<file path="config.mk">
export PLATFORM = sky130hd
export DESIGN_NAME = decimal_key_bcd_encoder_flat
export DESIGN_NICKNAME = d
export VERILOG_FILES = /design/src/rtl/decimal_key_bcd_encoder_pkg.sv /design/src/rtl/decimal_key_bcd_encoder_if.sv /design/src/rtl/sync_2ff.sv /design/src/rtl/decimal_key_bcd_encoder.sv /design/src/flat_wrapper.sv
export SDC_FILE = /design/constraint.sdc
export NUM_CORES = 1
export LEC_CHECK = 0
export BUFFER_PORTS_ARGS = -buffer_cell sky130_fd_sc_hd__buf_2
export CAP_MARGIN = 20
export CORE_MARGIN = 10
export CORE_UTILIZATION = 43
export CTS_CLUSTER_DIAMETER = 50
export DETAILED_ROUTE_END_ITERATION = 6
export PLACE_DENSITY = 0.6
export SYNTH_ARGS = -nofsm -noshare
export SYNTH_HDL_FRONTEND = slang
export SYNTH_HIERARCHICAL = 1
export SYNTH_SLANG_ARGS = --single-unit
</file>
<file path="constraint.sdc">
create_clock -name clk -period 2.2 [get_ports clk]
set_input_delay 0.44 -clock clk [delete_from_list [all_inputs] [get_ports clk]]
set_output_delay 0.44 -clock clk [all_outputs]
set_load 0.03 [all_outputs]
</file>
<file path="src/rtl/decimal_key_bcd_encoder_pkg.sv">
// ============================================================================
// Module      : decimal_key_bcd_encoder_pkg
// Description : Shared types, widths and digit helpers for the key encoder.
// Revision    : 1.0 - initial release
// ============================================================================
`default_nettype none

package decimal_key_bcd_encoder_pkg;

    localparam int BCD_W    = 4;
    localparam int NUM_KEYS = 10;
    localparam int CNT_W    = 8;

    typedef enum logic [1:0] {
        ST_IDLE     = 2'd0,
        ST_DEBOUNCE = 2'd1,
        ST_EMIT     = 2'd2,
        ST_RELEASE  = 2'd3
    } state_t;

    // Lowest pressed key wins when several lines are active.
    function automatic logic [BCD_W-1:0] lowest_key(input logic [NUM_KEYS-1:0] pat);
        logic [BCD_W-1:0] w_idx;
        w_idx = '0;
        for (int i = NUM_KEYS - 1; i >= 0; i--) begin
            if (pat[i]) begin
                w_idx = BCD_W'(i);
            end
        end
        return w_idx;
    endfunction

    function automatic logic multi_set(input logic [NUM_KEYS-1:0] pat);
        return (pat & (pat - NUM_KEYS'(1))) != '0;
    endfunction

endpackage

`default_nettype wire

</file>
<file path="src/rtl/decimal_key_bcd_encoder_if.sv">
// ============================================================================
// Module      : decimal_key_bcd_encoder_if
// Description : Valid/ready digit output channel of the key encoder.
// Revision    : 1.0 - initial release
// ============================================================================
`default_nettype none

interface decimal_key_bcd_encoder_if;
    import decimal_key_bcd_encoder_pkg::*;

    logic [BCD_W-1:0] bcd_out;
    logic             out_valid;
    logic             multi_err;
    logic             out_ready;

    modport master (
        output bcd_out,
        output out_valid,
        output multi_err,
        input  out_ready
    );

    modport slave (
        input  bcd_out,
        input  out_valid,
        input  multi_err,
        output out_ready
    );

endinterface

`default_nettype wire

</file>
<file path="src/rtl/sync_2ff.sv">
// ============================================================================
// Module      : sync_2ff
// Description : Two-stage synchronizer, both stages cleared by async reset.
// Revision    : 1.0 - initial release
// ============================================================================
`default_nettype none

module sync_2ff #(
    parameter int WIDTH = 1
) (
    input  wire logic             clk,
    input  wire logic             rst,
    input  wire logic [WIDTH-1:0] i_d,
    output logic      [WIDTH-1:0] o_q
);

    logic [WIDTH-1:0] r_meta;
    logic [WIDTH-1:0] r_sync;

    always_ff @(posedge clk or posedge rst) begin
        if (rst) begin
            r_meta <= '0;
            r_sync <= '0;
        end else begin
            r_meta <= i_d;
            r_sync <= r_meta;
        end
    end

    assign o_q = r_sync;

endmodule

`default_nettype wire

</file>
<file path="src/rtl/decimal_key_bcd_encoder.sv">
// ============================================================================
// Module      : decimal_key_bcd_encoder
// Description : Debounced decimal keypad to BCD encoder, one digit per press.
// Revision    : 1.0 - initial release
// ============================================================================
`default_nettype none

module decimal_key_bcd_encoder
    import decimal_key_bcd_encoder_pkg::*;
#(
    parameter int DEBOUNCE_CYCLES = 4
) (
    input  wire logic                clk,
    input  wire logic                rst,
    input  wire logic [NUM_KEYS-1:0] key_in,
    decimal_key_bcd_encoder_if.master out_if
);

    localparam logic [CNT_W-1:0] c_debounce    = CNT_W'(DEBOUNCE_CYCLES);
    localparam logic [CNT_W-1:0] c_debounce_m1 = CNT_W'(DEBOUNCE_CYCLES - 1);
    localparam logic [CNT_W-1:0] c_cnt_max     = '1;

    logic [NUM_KEYS-1:0] w_sk;
    state_t              r_state;
    logic [CNT_W-1:0]    r_count;
    logic [NUM_KEYS-1:0] r_pat;
    logic [BCD_W-1:0]    r_bcd;
    logic                r_valid;
    logic                r_multi;

    sync_2ff #(
        .WIDTH (NUM_KEYS)
    ) u_sync (
        .clk (clk),
        .rst (rst),
        .i_d (key_in),
        .o_q (w_sk)
    );

    always_ff @(posedge clk or posedge rst) begin
        if (rst) begin
            r_state <= ST_IDLE;
            r_count <= '0;
            r_pat   <= '0;
            r_bcd   <= '0;
            r_valid <= 1'b0;
            r_multi <= 1'b0;
        end else begin
            case (r_state)
                ST_IDLE: begin
                    if (w_sk != '0) begin
                        r_pat   <= w_sk;
                        r_count <= CNT_W'(1);
                        r_state <= ST_DEBOUNCE;
                    end
                end
                ST_DEBOUNCE: begin
                    if (w_sk == '0) begin
                        r_count <= '0;
                        r_state <= ST_IDLE;
                    end else if (w_sk != r_pat) begin
                        r_pat   <= w_sk;
                        r_count <= CNT_W'(1);
                    end else if (r_count >= c_debounce) begin
                        // Digit fields are frozen here and held until the next press.
                        r_bcd   <= lowest_key(r_pat);
                        r_multi <= multi_set(r_pat);
                        r_valid <= 1'b1;
                        r_count <= '0;
                        r_state <= ST_EMIT;
                    end else if (r_count != c_cnt_max) begin
                        r_count <= r_count + CNT_W'(1);
                    end
                end
                ST_EMIT: begin
                    if (r_valid && out_if.out_ready) begin
                        r_valid <= 1'b0;
                        r_count <= '0;
                        r_state <= ST_RELEASE;
                    end
                end
                ST_RELEASE: begin
                    // Any key activity restarts the release window.
                    if (w_sk != '0) begin
                        r_count <= '0;
                    end else if (r_count >= c_debounce_m1) begin
                        r_count <= '0;
                        r_state <= ST_IDLE;
                    end else if (r_count != c_cnt_max) begin
                        r_count <= r_count + CNT_W'(1);
                    end
                end
                default: begin
                    r_state <= ST_IDLE;
                end
            endcase
        end
    end

    assign out_if.bcd_out   = r_bcd;
    assign out_if.out_valid = r_valid;
    assign out_if.multi_err = r_multi;

endmodule

`default_nettype wire

</file>
<file path="src/flat_wrapper.sv">
// flat-port wrapper written by rule: the top's interface ports become plain ports
module decimal_key_bcd_encoder_flat import decimal_key_bcd_encoder_pkg::*;
#(
    parameter int DEBOUNCE_CYCLES = 4
)
  (clk, rst, key_in, out_if_bcd_out, out_if_out_valid, out_if_multi_err, out_if_out_ready);
  decimal_key_bcd_encoder_if out_if_i ();
  input  wire logic clk;
  input  wire logic rst;
  input  wire logic [NUM_KEYS-1:0] key_in;
  output wire logic [$bits(out_if_i.bcd_out)-1:0] out_if_bcd_out;
  output wire logic [$bits(out_if_i.out_valid)-1:0] out_if_out_valid;
  output wire logic [$bits(out_if_i.multi_err)-1:0] out_if_multi_err;
  input wire logic [$bits(out_if_i.out_ready)-1:0] out_if_out_ready;
  assign out_if_bcd_out = out_if_i.bcd_out;
  assign out_if_out_valid = out_if_i.out_valid;
  assign out_if_multi_err = out_if_i.multi_err;
  assign out_if_i.out_ready = out_if_out_ready;
  decimal_key_bcd_encoder #(.DEBOUNCE_CYCLES(DEBOUNCE_CYCLES)) u_core (.clk(clk), .rst(rst), .key_in(key_in), .out_if(out_if_i));
endmodule
</file>
# Yosys cells after proc, flatten, opt, wreduce, memory -nomap -nowiden
# Index checks and enable logic that the tools add are counted.
[classes]
mux = 36
bitwise_logic = 3
n_addsub = 2
n_div = 0
shifts = 0
reduce_logical = 12
n_mul = 0
n_eq_ne = 15
magnitude_cmp = 2
[op_table]
columns = ["operator", "n"]
rows = [
  ["two-way mux 8 bit", 8],
  ["two-way mux 4 bit", 10],
  ["one-hot mux 8 bit (4 select lines)", 1],
  ["two-way mux 10 bit", 3],
  ["one-hot mux 10 bit (2 select lines)", 1],
  ["nonzero test 10 bit", 2],
  ["two-way mux 2 bit", 7],
  ["bitwise AND 10 bit", 1],
  ["zero test 10 bit", 1],
  ["!= test 10 bit", 1],
  ["!= test 2 x 1 -> 1 bit (second input constant)", 5],
  ["subtractor 10 x 1 -> 10 bit (second input constant)", 1],
  ["adder 8 x 1 -> 8 bit (second input constant)", 1],
  ["greater-or-equal comparator 8 x 2 -> 1 bit (second input constant)", 1],
  ["greater-or-equal comparator 8 x 3 -> 1 bit (second input constant)", 1],
  ["!= test 8 bit (second input constant)", 1],
  ["one-hot mux 2 bit (4 select lines)", 1],
  ["AND reduction 4 bit", 2],
  ["!= test 2 bit (second input constant)", 3],
  ["AND reduction 6 bit", 1],
  ["AND reduction 5 bit", 1],
  ["== test 2 bit (second input constant)", 2],
  ["two-way mux 1 bit", 4],
  ["nonzero test 2 bit", 2],
  ["8 further kinds", 9],
]
[totals]
ramBits = 0
mem_count = 0
latch_bits = 0
regBits = 46
romBits = 0
inputBits = 13
wordCells = 78

# Depth between registers and ports, before layout
# Gate-level depths: netlist of run 1.
[depth]
ltp_word = 10
mapped_depth = 7

# Hierarchy
# The synthesis of run 1 kept the hierarchy.
[modules_own_cells]
columns = ["module", "n_inst", "area_each_um2", "cells_each"]
rows = [
  ["decimal_key_bcd_encoder", 1, 1501.4, 147],
  ["sync_2ff", 1, 504.2, 21],
]

# Least setup slack after synthesis of run 1
# No wires, ideal clock.
[synth_path]
path_type = "register to register"
startpoint = "register u_core.r_pat[4]"
endpoint = "register u_core.r_pat[7]"
n_path_buf = 2
setup_slack_ns = 0.283
setup_ns = 0.128
t_arrival_ns = 1.790
path_stages_with_launch = 8
path_cell_list = "dfrtp_1 > buf_6 > xnor2_1 > nand4_1 > nor4_4 > a211o_1 > buf_6 > mux2_1"
[synth_via]
elab_chain_cells = 3
[synth_lines]
columns = ["item", "line_no", "source"]
rows = [
  ["start: declaration", "decimal_key_bcd_encoder.sv:26", "logic [NUM_KEYS-1:0] r_pat;"],
  ["start signal: assignment", "decimal_key_bcd_encoder.sv:52", "r_pat <= w_sk;"],
  ["start signal: assignment", "decimal_key_bcd_encoder.sv:62", "r_pat <= w_sk;"],
  ["!= test 10 bit", "decimal_key_bcd_encoder.sv:61", "end else if (w_sk != r_pat) begin"],
  ["!= test 2 x 1 -> 1 bit (no source line)", "n/a", ""],
  ["AND reduction 4 bit (no source line)", "n/a", ""],
]
# Every way passes these cells.
# A chain may end at the register's enable or synchronous reset.

# Final worst setup path of run 1
[layout_path]
startpoint = "register u_core.u_sync.r_sync[0] (netlist: u_core/u_sync/o_q[0])"
endpoint = "register u_core.r_bcd[2] (netlist: u_core/out_if.bcd_out[2])"
[layout_via]
elab_chain_cells = 3
[layout_lines]
columns = ["item", "line_no", "source"]
rows = [
  ["start: declaration", "sync_2ff.sv:18", "logic [WIDTH-1:0] r_sync;"],
  ["start signal: assignment", "sync_2ff.sv:26", "r_sync <= r_meta;"],
  ["!= test 10 bit or zero test 10 bit (tied branches)", "decimal_key_bcd_encoder.sv:61, decimal_key_bcd_encoder.sv:58", ""],
  ["NOT 1 bit (no source line)", "n/a", ""],
  ["AND reduction 4 bit (no source line) (*)", "n/a", ""],
  ["end signal: assignment", "decimal_key_bcd_encoder.sv:66", "r_bcd <= lowest_key(r_pat);"],
  ["end: declaration", "decimal_key_bcd_encoder.sv:27", "logic [BCD_W-1:0] r_bcd;"],
]
# Every way passes the cells marked *; elsewhere a longest branch is shown, timed or not.

==> results of run 1 <==
==> cell type report <==
| type | instances | area [um^2] |
|---|---|---|
| clock inverter | 3 | 26.3 |
| clock buffer | 5 | 68.8 |
| multi-input combinational | 108 | 786 |
| sequential | 46 | 1150 |
| tap | 52 | 65.1 |
| timing repair buffer | 23 | 128 |
| fill | 406 | 2190 |
| inverter | 8 | 30.0 |
==> layer usage <==
metal,vias to the layer above,routed length (um),part of all wire,track usage
met5,-,0,0,0
met1,645,1710,0.45,0.125
met2,34,1800,0.48,0.173
li1,647,-,-,-
met4,0,65,0.017,0.0499
met3,6,178,0.047,0.0303
==> worst paths after layout <==
check,cells past startpoint,end,slack (ns)
setup / recovery,5,u_core/out_if.bcd_out[2],0.20
hold / removal,3,u_core/r_pat[8],0.18
setup reg to reg,5,u_core/out_if.bcd_out[2],0.20
hold reg to reg,0,u_core/u_sync/o_q[7],0.36
max in group asynchronous,2,u_core/u_sync/o_q[6],1.50
min in group clk,1,u_core/u_sync/r_meta[6],0.24
==> Yosys cell counts (5+ instances only) <==
master / count / area (um^2)
nor2_1: 13 / 48.8
a22o_1: 6 / 52.6
a21oi_1: 5 / 25.0
xnor2_1: 8 / 70.1
inv_1: 8 / 30.0
nand2_1: 5 / 18.8
dfrtp_1: 46 / 1150
nor3_1: 5 / 25.0
mux2_2: 5 / 56.3
==> kinds of logic after synthesis <==
| kind of cell | count (synthesis) | share of synthesized area |
|---|---|---|
| XOR/XNOR | 12 | 0.0524 |
| flip-flops | 46 | 0.574 |
| buffers and inverters | 14 | 0.0343 |
| adder cells (fa/ha/maj) | 4 | 0.0225 |
| multiplexers | 11 | 0.0605 |
| AND/OR/NAND/NOR | 51 | 0.148 |
| AO/OA/AOI/OAI | 30 | 0.108 |
==> worst max-delay path, stage by stage, from the launching register on <==
cell and delay (ns):
dfrtp_1 0.44, nor4_1 0.48, a31oi_1 0.28, buf_4 0.22
nand4_4 0.12, mux2_2 0.35
==> registers in the layout (all words and copies together), names as in the netlist, named ones only <==
signal	count
u_core/u_sync/o_q	10
u_core/r_state	1
u_core/out_if.out_valid	1
u_core/out_if.bcd_out	4
u_core/out_if.multi_err	1
u_core/u_sync/r_meta	10
u_core/r_count	8
u_core/r_pat	10
==> power groups by stage <==
stage          Clock [mW]  Combinational, mW  Sequential [mW]
2_1_floorplan           0             0.0664            0.909
3_3_place_gp            0             0.0812            0.920
3_5_place_dp            0             0.0844            0.922
4_1_cts             0.559             0.0850            0.905
5_1_grt             0.593             0.0948            0.910
6_report            0.537             0.0827            0.905
==> through the flow <==
stage	setup WS, ns	area, um^2	utilization	hold WS, ns	cells
after global routing	0.117	2250	0.507	0.209	245
after floorplan	0.283	2010	-	0.331	168
final	0.198	2250	0.507	0.182	245
after global placement	0.286	2160	0.486	0.333	237
after detailed placement	0.249	2160	0.486	0.338	237
after CTS	0.219	2250	0.507	0.194	245
==> impl_metrics.py, run 1 <==
metrics = {
    "placement": {
        "gp_congestion": 0.845,
        "port-buffer-count": 18,
        "hpwlAfterDp_um": 2800,
    },
    "final_layout": {
        "n_antenna_cell": 0,
        "layout-drive-gt1-share": 0.202,
        "nets": 207,
        "area_growth_pct": 12.4,
        "final_common_cell": "dfrtp_1",
        "mostFrequentLayoutCells": "46 x dfrtp_1, 18 x buf_2, 13 x nor2_1, 8 x xnor2_1, 8 x inv_1",
    },
    "timing": {
        "finalSetupViolCount": 0,
        "rsz0062_at_grt": "false",
        "clock_skew_ns": 0.00657,
        "slew_violations": 0,
        "hold_viol_final": 0,
        "totalNegativeSetupSlack_ns": 0,
        "slew_headroom": 0.525,
        "fin_crit_sh": 0.910,
        "max_clock_freq_mhz": 499,
        "period_needed_ns": 2.00,
        "tightest_slew_ns": 0.711,
    },
    "synthesis": {
        "ys_warn_count": 6,
        "synthFlopType": "dfrtp_1",
        "ys_seq_area_frac": 0.574,
        "ys_seq_elements": 46,
        "syn_area_per_cell_um2": 11.9,
        "ys_async_sr_fraction": 1.00,
        "yosysUniqueCellTypes": 42,
        "syn_nets": 183,
        "synth_cells": 168,
        "syn-cell-area_mm2": 0.00201,
        "synth-edff-count": 0,
    },
    "global_route": {
        "grt_pass1_vias": 1416,
        "grt_usage": 0.106,
        "grt_max_degree": 27,
        "grt_overflow_total": 0,
        "grt_pass1_wl_um": 6410,
        "antenna_found_initial": 0,
    },
    "power": {
        "total_power_mw": 1.53,
        "clockPowerShare": 0.352,
        "p_int_mw": 1.15,
        "ir_worst_vdd_mv": 0.416,
        "p_per_area_mw_per_mm2": 676,
        "pwr-share-seq": 0.594,
        "switching_share": 0.247,
        "p_sw_mw": 0.376,
        "p_leak_nw": 1.04,
        "comb_power_share": 0.054,
    },
    "die": {
        "die_area_mm2": 0.00780,
        "io_pins": 19,
        "row_count": 24,
        "fp.dieH_um": 88.3,
        "initial_core_util": 0.451,
        "dieWidth_um": 88.3,
        "core_mm2": 0.00444,
    },
    "routing": {
        "vias": 1332,
        "wl_um": 3750,
        "viasPerCell": 5.44,
        "drtIter0Drc": 140,
        "wl_per_cell_um": 15.3,
        "drc": 0,
        "dr.pass1.iters": 4,
        "ant_nets": 0,
    },
    "critical_path": {
        "cp.required_ns": 2.39,
        "cp-startpoint": "u_core/u_sync/o_q[0]",
        "startpoint_type": "flip-flop",
        "cp_max_fo": 7,
        "crit_path_end_kind": "flip-flop",
        "setup.worst_path.class": "flip-flop to flip-flop",
        "arrival_ns": 2.19,
        "r2r_start": "u_core/u_sync/o_q[0]",
    },
    "cts": {
        "post_cts_buffers": 0,
        "clk_pin_slew_worst_paths_ns": 0.09,
        "clock_path_buffers": 2,
        "clock-sinks": 46,
        "htree_levels": 2,
        "cts_hold_buf": 0,
        "root_buffer": "clkbuf_8",
        "cts_tree": "yes",
        "ctsResizeCount": 0,
        "numCtsBuffers": 5,
        "clk_latency_ns": 0.30,
    },
    "hold_path": {
        "hold_path_class": "input port to async pin",
    },
    "outcome": {
        "status": "complete, no violations",
    },
    "run": {
        "cap_violations": 0,
    },
}
Note: power is estimated with default switching activity, not from simulation.
==> inputs of run 2 (changes only) <==
- PLACE_DENSITY: 0.6 -> not set
- PLACE_DENSITY_LB_ADDON: not set -> 0.05
==> run 2 against run 1 <==
Effect of this change:
- sequential cell count is the same
- clock-buffer cell count grew 1
- critical path depth shrank 1
- largest power group unchanged
- critical path type unchanged
- core utilization grew 0.34 points
- routed wire length shrank 2.3%
- largest cell class unchanged
- combinational power is essentially flat
- cell area grew 0.67%
- worst hold slack gained 0.027 ns
==> impl_metrics.py, run 2 (synthesis gave the netlist of run 1 again) <==
metrics = {
    "outcome": {
        "status": "complete, no violations",
    },
    "critical_path": {
        "slowest_delay_ns": 0.45,
        "cpMaxStageDelayCell": "nor4_1",
        "startpoint_type": "flip-flop",
        "cp_max_fo": 8,
        "arrival_ns": 2.15,
        "setup.worst_path.class": "flip-flop to flip-flop",
        "cp.required_ns": 2.38,
        "crit_path_end_kind": "flip-flop",
        "path_cells": "nor4_1 > a31oi_1 > nand4_4 > mux2_2",
    },
    "timing": {
        "period_needed_ns": 1.97,
        "slew_headroom": 0.441,
        "max_clock_freq_mhz": 507,
        "slew_violations": 0,
        "hold_viol_final": 0,
        "tightest_slew_ns": 0.834,
        "totalNegativeSetupSlack_ns": 0,
        "finalSetupViolCount": 0,
        "clock_skew_ns": 0.00721,
        "rsz0062_at_grt": "false",
        "fin_crit_sh": 0.896,
        "holdWs_ns": 0.208,
    },
    "routing": {
        "viasPerCell": 5.43,
        "vias": 1330,
        "wl_per_cell_um": 15.0,
        "wl_um": 3670,
        "drc": 0,
        "dr.pass1.iters": 4,
        "ant_nets": 0,
        "drtIter0Drc": 52,
    },
    "cts": {
        "clock_path_buffers": 2,
        "numCtsBuffers": 5,
        "ctsResizeCount": 0,
        "cts_tree": "yes",
        "cts_hold_buf": 0,
        "post_cts_buffers": 0,
        "root_buffer": "clkbuf_8",
        "clk_pin_slew_worst_paths_ns": 0.09,
        "htree_levels": 2,
        "clk_latency_ns": 0.29,
        "clock-sinks": 46,
    },
    "final_layout": {
        "n_antenna_cell": 0,
        "layout-drive-gt1-share": 0.197,
        "fin_util": 0.511,
        "fillers": 423,
        "finalInstanceArea_mm2": 0.00227,
        "mostFrequentLayoutCells": "46 x dfrtp_1, 18 x buf_2, 13 x nor2_1, 8 x xnor2_1, 8 x inv_1",
        "final_common_cell": "dfrtp_1",
        "final_cells": 245,
        "nets": 207,
        "area_growth_pct": 13.2,
    },
    "power": {
        "ir_worst_vdd_mv": 0.428,
        "p_leak_nw": 1.04,
        "p_per_area_mw_per_mm2": 703,
    },
    "die": {
        "die_area_mm2": 0.00780,
        "fp.dieH_um": 88.3,
        "initial_core_util": 0.451,
        "row_count": 24,
        "io_pins": 19,
        "dieWidth_um": 88.3,
        "core_mm2": 0.00444,
    },
    "global_route": {
        "grt_overflow_total": 0,
        "grt_pass1_wl_um": 6320,
        "grt_pass1_vias": 1344,
        "grt_max_degree": 27,
        "grt_usage": 0.103,
        "antenna_found_initial": 0,
    },
    "placement": {
        "dpl_cell_area_mm2": 0.00216,
        "dp.cells": 237,
        "hpwlAfterDp_um": 2700,
        "port-buffer-count": 18,
        "gp_congestion": 0.826,
    },
    "run": {
        "cap_violations": 0,
    },
    "hold_path": {
        "hold_path_class": "input port to async pin",
    },
}
[run 2: changes by cell type in the layout (fill, tap and decap cells not counted), sizes merged]
cell	delta
inv	-3
bufinv	+1
clkbuf	+1
clkinvlp	+1
[run 2: critical path, delay by kind of cell (launching register included)]
kind | cells | cell delay (ns)
AND/OR/NAND/NOR | 2 | 0.71
flip-flops | 1 | 0.40
AO/OA/AOI/OAI | 1 | 0.40
multiplexers | 1 | 0.35
[run 2: where the power goes]
| part | internal, mW | switching [mW] | total (mW) | leakage [nW] |
|---|---|---|---|---|
| registers | 0.874 | 0.0303 | 0.904 | 0.558 |
| clock network | 0.339 | 0.271 | 0.610 | 0.0514 |
| logic | 0.0395 | 0.0428 | 0.0824 | 0.435 |
| total | 1.25 | 0.344 | 1.60 | 1.04 |
[run 2: final timing paths]
| path | startpoint | endpoint | slack [ns] | cells past startpoint |
|---|---|---|---|---|
| min in group clk | key_in[5] | u_core/u_sync/r_meta[5] | 0.25 | 1 |
| min reg2reg | u_core/u_sync/r_meta[0] | u_core/u_sync/o_q[0] | 0.35 | 0 |
| max in group asynchronous | rst | u_core/u_sync/o_q[5] | 1.51 | 2 |
| max | u_core/u_sync/o_q[4] | u_core/out_if.bcd_out[2] | 0.23 | 4 |
| max reg2reg | u_core/u_sync/o_q[4] | u_core/out_if.bcd_out[2] | 0.23 | 4 |
| min | rst | u_core/r_count[2] | 0.21 | 3 |
[run 2: per-stage QoR]
step | power, mW | setup WS (ns)
floorplan | 0.976 | 0.283
global placement | 1.00 | 0.269
detailed placement | 1.01 | 0.219
CTS | 1.63 | 0.217
global route | 1.68 | 0.0573
finish | 1.60 | 0.229
[run 2: final cells by class]
cell class                      count  area, um^2  area share
Timing Repair Buffer               23         128      0.0562
Inverter                            8        30.0      0.0132
Sequential cell                    46        1150       0.507
Multi-Input combinational cell    108         786       0.346
Clock inverter                      2        37.5      0.0165
Tap cell                           52        65.1      0.0287
Clock buffer                        6        72.6      0.0320
[run 2: per-layer routing]
metal  track usage  share of wire
met1         0.130           0.49
met2         0.158           0.45
met4        0.0441         0.0060
met5             0              0
met3        0.0349          0.055
==> inputs of run 3 (changes only) <==
- SYNTH_HIERARCHICAL: 1 -> not set
==> run 3 against run 2 <==
Effect of this change:
- sequential cell count is the same
- power is 3.7% lower
- fmax fell by 2.9%
- critical path depth grew 1
- register-to-register slack got worse by 0.06 ns
- synthesized cell count increased by 4.2%
- sequential share of layout area shrank 0.39 points
==> impl_metrics.py, run 3 <==
metrics = {
    "power": {
        "ir_worst_vdd_mv": 0.389,
        "switching_share": 0.251,
        "p_sw_mw": 0.386,
        "clockPowerShare": 0.357,
        "p_per_area_mw_per_mm2": 672,
        "p_leak_nw": 1.04,
        "pwr-share-seq": 0.589,
        "p_int_mw": 1.15,
        "comb_power_share": 0.054,
        "total_power_mw": 1.54,
    },
    "critical_path": {
        "cp_top_family": "simple AND/OR/NAND/NOR gates",
        "slowest_delay_ns": 0.47,
        "cpMaxStageDelayCell": "dfrtp_1",
        "crit_path_end_kind": "flip-flop",
        "setup.worst_path.class": "flip-flop to flip-flop",
        "critical_path_buf_inv_count": 0,
        "cp_max_fo": 7,
        "startpoint_type": "flip-flop",
        "arrival_ns": 2.22,
        "cp.required_ns": 2.39,
        "path_cells": "xnor2_1 > nand4_1 > nor4_4 > and4_1 > mux2_1",
    },
    "synthesis": {
        "synth_area_leaders": "dfrtp_1 56%, xnor2_1 5.1%, mux2_1 4.9%",
        "ys_async_sr_fraction": 1.00,
        "synth_top_cell_area_share": 0.559,
        "syn_nets": 190,
        "synth_top_family_by_area": "simple AND/OR/NAND/NOR gates",
        "netlist.top_cell.by_area": "dfrtp_1",
        "syn-cell-area_mm2": 0.00206,
        "synthXorXnorAreaFrac": 0.0595,
        "synth_compound_area_frac": 0.114,
        "ys_seq_elements": 46,
        "synth_mux_area_frac": 0.0614,
        "syn_area_per_cell_um2": 11.8,
        "synthSimpleGateAreaFrac": 0.141,
        "synthFlopType": "dfrtp_1",
        "synthAdderAreaFrac": 0.0225,
        "synth-edff-count": 0,
        "ys_top_cells_by_count": "46 x dfrtp_1, 15 x nor2_1, 12 x xnor2_1, 9 x mux2_1",
        "yosys.cell_count.top_type": "dfrtp_1",
        "synth_cells": 175,
        "yosysUniqueCellTypes": 43,
        "ys_warn_count": 0,
        "ys_seq_area_frac": 0.559,
    },
    "cts": {
        "post_cts_buffers": 0,
        "clock-sinks": 46,
        "clk_pin_slew_worst_paths_ns": 0.09,
        "root_buffer": "clkbuf_8",
        "clock_path_buffers": 2,
        "clk_latency_ns": 0.30,
        "ctsResizeCount": 0,
        "cts_tree": "yes",
        "cts_hold_buf": 0,
        "numCtsBuffers": 5,
        "htree_levels": 2,
    },
    "final_layout": {
        "final_common_cell": "dfrtp_1",
        "mostFrequentLayoutCells": "46 x dfrtp_1, 18 x buf_2, 15 x nor2_1, 12 x xnor2_1, 9 x mux2_1",
        "area_growth_pct": 11.1,
        "n_antenna_cell": 0,
        "nets": 210,
        "layout-drive-gt1-share": 0.209,
        "finalInstanceArea_mm2": 0.00229,
    },
    "die": {
        "dieWidth_um": 89.2,
        "row_count": 25,
        "die_area_mm2": 0.00796,
        "core_mm2": 0.00469,
        "io_pins": 19,
        "initial_core_util": 0.439,
        "fp.dieH_um": 89.2,
    },
    "routing": {
        "dr.pass1.iters": 4,
        "drtIter0Drc": 145,
        "drc": 0,
        "wl_per_cell_um": 15.5,
        "wl_met2_um": 1780,
        "ant_nets": 0,
        "wl_met3_um": 194,
        "met1Wirelength_um": 1850,
        "highest-signal-layer": "met4",
        "viasPerCell": 5.47,
        "wl_um": 3870,
        "vias": 1367,
    },
    "timing": {
        "slew_headroom": 0.633,
        "totalNegativeSetupSlack_ns": 0,
        "clock_skew_ns": 0.00383,
        "rsz0062_at_grt": "false",
        "hold_viol_final": 0,
        "slew_violations": 0,
        "max_clock_freq_mhz": 492,
        "fin_crit_sh": 0.923,
        "finalSetupViolCount": 0,
        "period_needed_ns": 2.03,
        "tightest_slew_ns": 0.550,
    },
    "placement": {
        "hpwlAfterDp_um": 2850,
        "port-buffer-count": 18,
        "dpl_cell_area_mm2": 0.00219,
        "gp_congestion": 0.777,
    },
    "global_route": {
        "antenna_found_initial": 0,
        "grt_max_degree": 47,
        "grt_pass1_vias": 1389,
        "grt_overflow_total": 0,
        "grt_usage": 0.112,
        "grt_pass1_wl_um": 6850,
    },
    "outcome": {
        "status": "complete, no violations",
    },
    "run": {
        "cap_violations": 0,
    },
    "hold_path": {
        "hold_path_class": "input port to flip-flop",
    },
}
## run 3: area by class of cell
type	count	area [um^2]
Tap cell	54	67.6
Sequential cell	46	1150
Fill cell	443	2400
Multi-Input combinational cell	113	821
Inverter	6	22.5
Timing Repair Buffer	23	128
Clock buffer	5	68.8
Clock inverter	3	28.8
## run 3: worst paths after layout
kind / startpoint / endpoint / slack (ns) / cells after the start
worst min register to register: u_core.u_sync.r_meta[8] / u_core.u_sync.o_q[8] / 0.35 / 0
worst max-delay path: u_core.r_pat[3] / u_core.out_if.bcd_out[1] / 0.17 / 5
worst min-delay path: key_in[9] / u_core.u_sync.r_meta[9] / 0.24 / 1
max in group asynchronous: rst / u_core.out_if.multi_err / 1.57 / 3
min in group asynchronous: rst / u_core.u_sync.r_meta[6] / 0.26 / 3
worst max register to register: u_core.r_pat[3] / u_core.out_if.bcd_out[1] / 0.17 / 5
## run 3: cell families (layout without fill, tap and decap cells)
logic type | Yosys count | after routing
AND/OR/NAND/NOR | 49 | 49
buffers and inverters | 16 | 37
adder cells (fa/ha/maj) | 4 | 4
flip-flops | 46 | 46
XOR/XNOR | 14 | 14
AO/OA/AOI/OAI | 35 | 35
multiplexers | 11 | 11
## run 3: metal layers
layer | vias to the layer above | GRT usage
met3 | 4 | 0.0365
li1 | 659 | -
met4 | 0 | 0.0390
met2 | 26 | 0.168
met5 | - | 0
met1 | 678 | 0.147
## run 3: stage by stage
| step | instances | hold slack [ns] | setup WS, ns | util |
|---|---|---|---|---|
| 3_5_place_dp | 242 | 0.335 | 0.142 | 0.467 |
| 4_1_cts | 250 | 0.230 | 0.142 | 0.487 |
| 3_3_place_gp | 242 | 0.334 | 0.190 | 0.467 |
| 6_report | 250 | 0.239 | 0.169 | 0.487 |
| 5_1_grt | 250 | 0.217 | 0.0203 | 0.487 |
| 2_1_floorplan | 175 | 0.331 | 0.285 | - |
## run 3: power groups by stage
| stage | logic [mW] | clock network, mW | registers (mW) |
|---|---|---|---|
| 6_report | 0.0825 | 0.548 | 0.906 |
| 5_1_grt | 0.0948 | 0.596 | 0.911 |
| 4_1_cts | 0.0850 | 0.564 | 0.906 |
| 3_5_place_dp | 0.0847 | 0 | 0.923 |
| 3_3_place_gp | 0.0836 | 0 | 0.921 |
| 2_1_floorplan | 0.0707 | 0 | 0.910 |
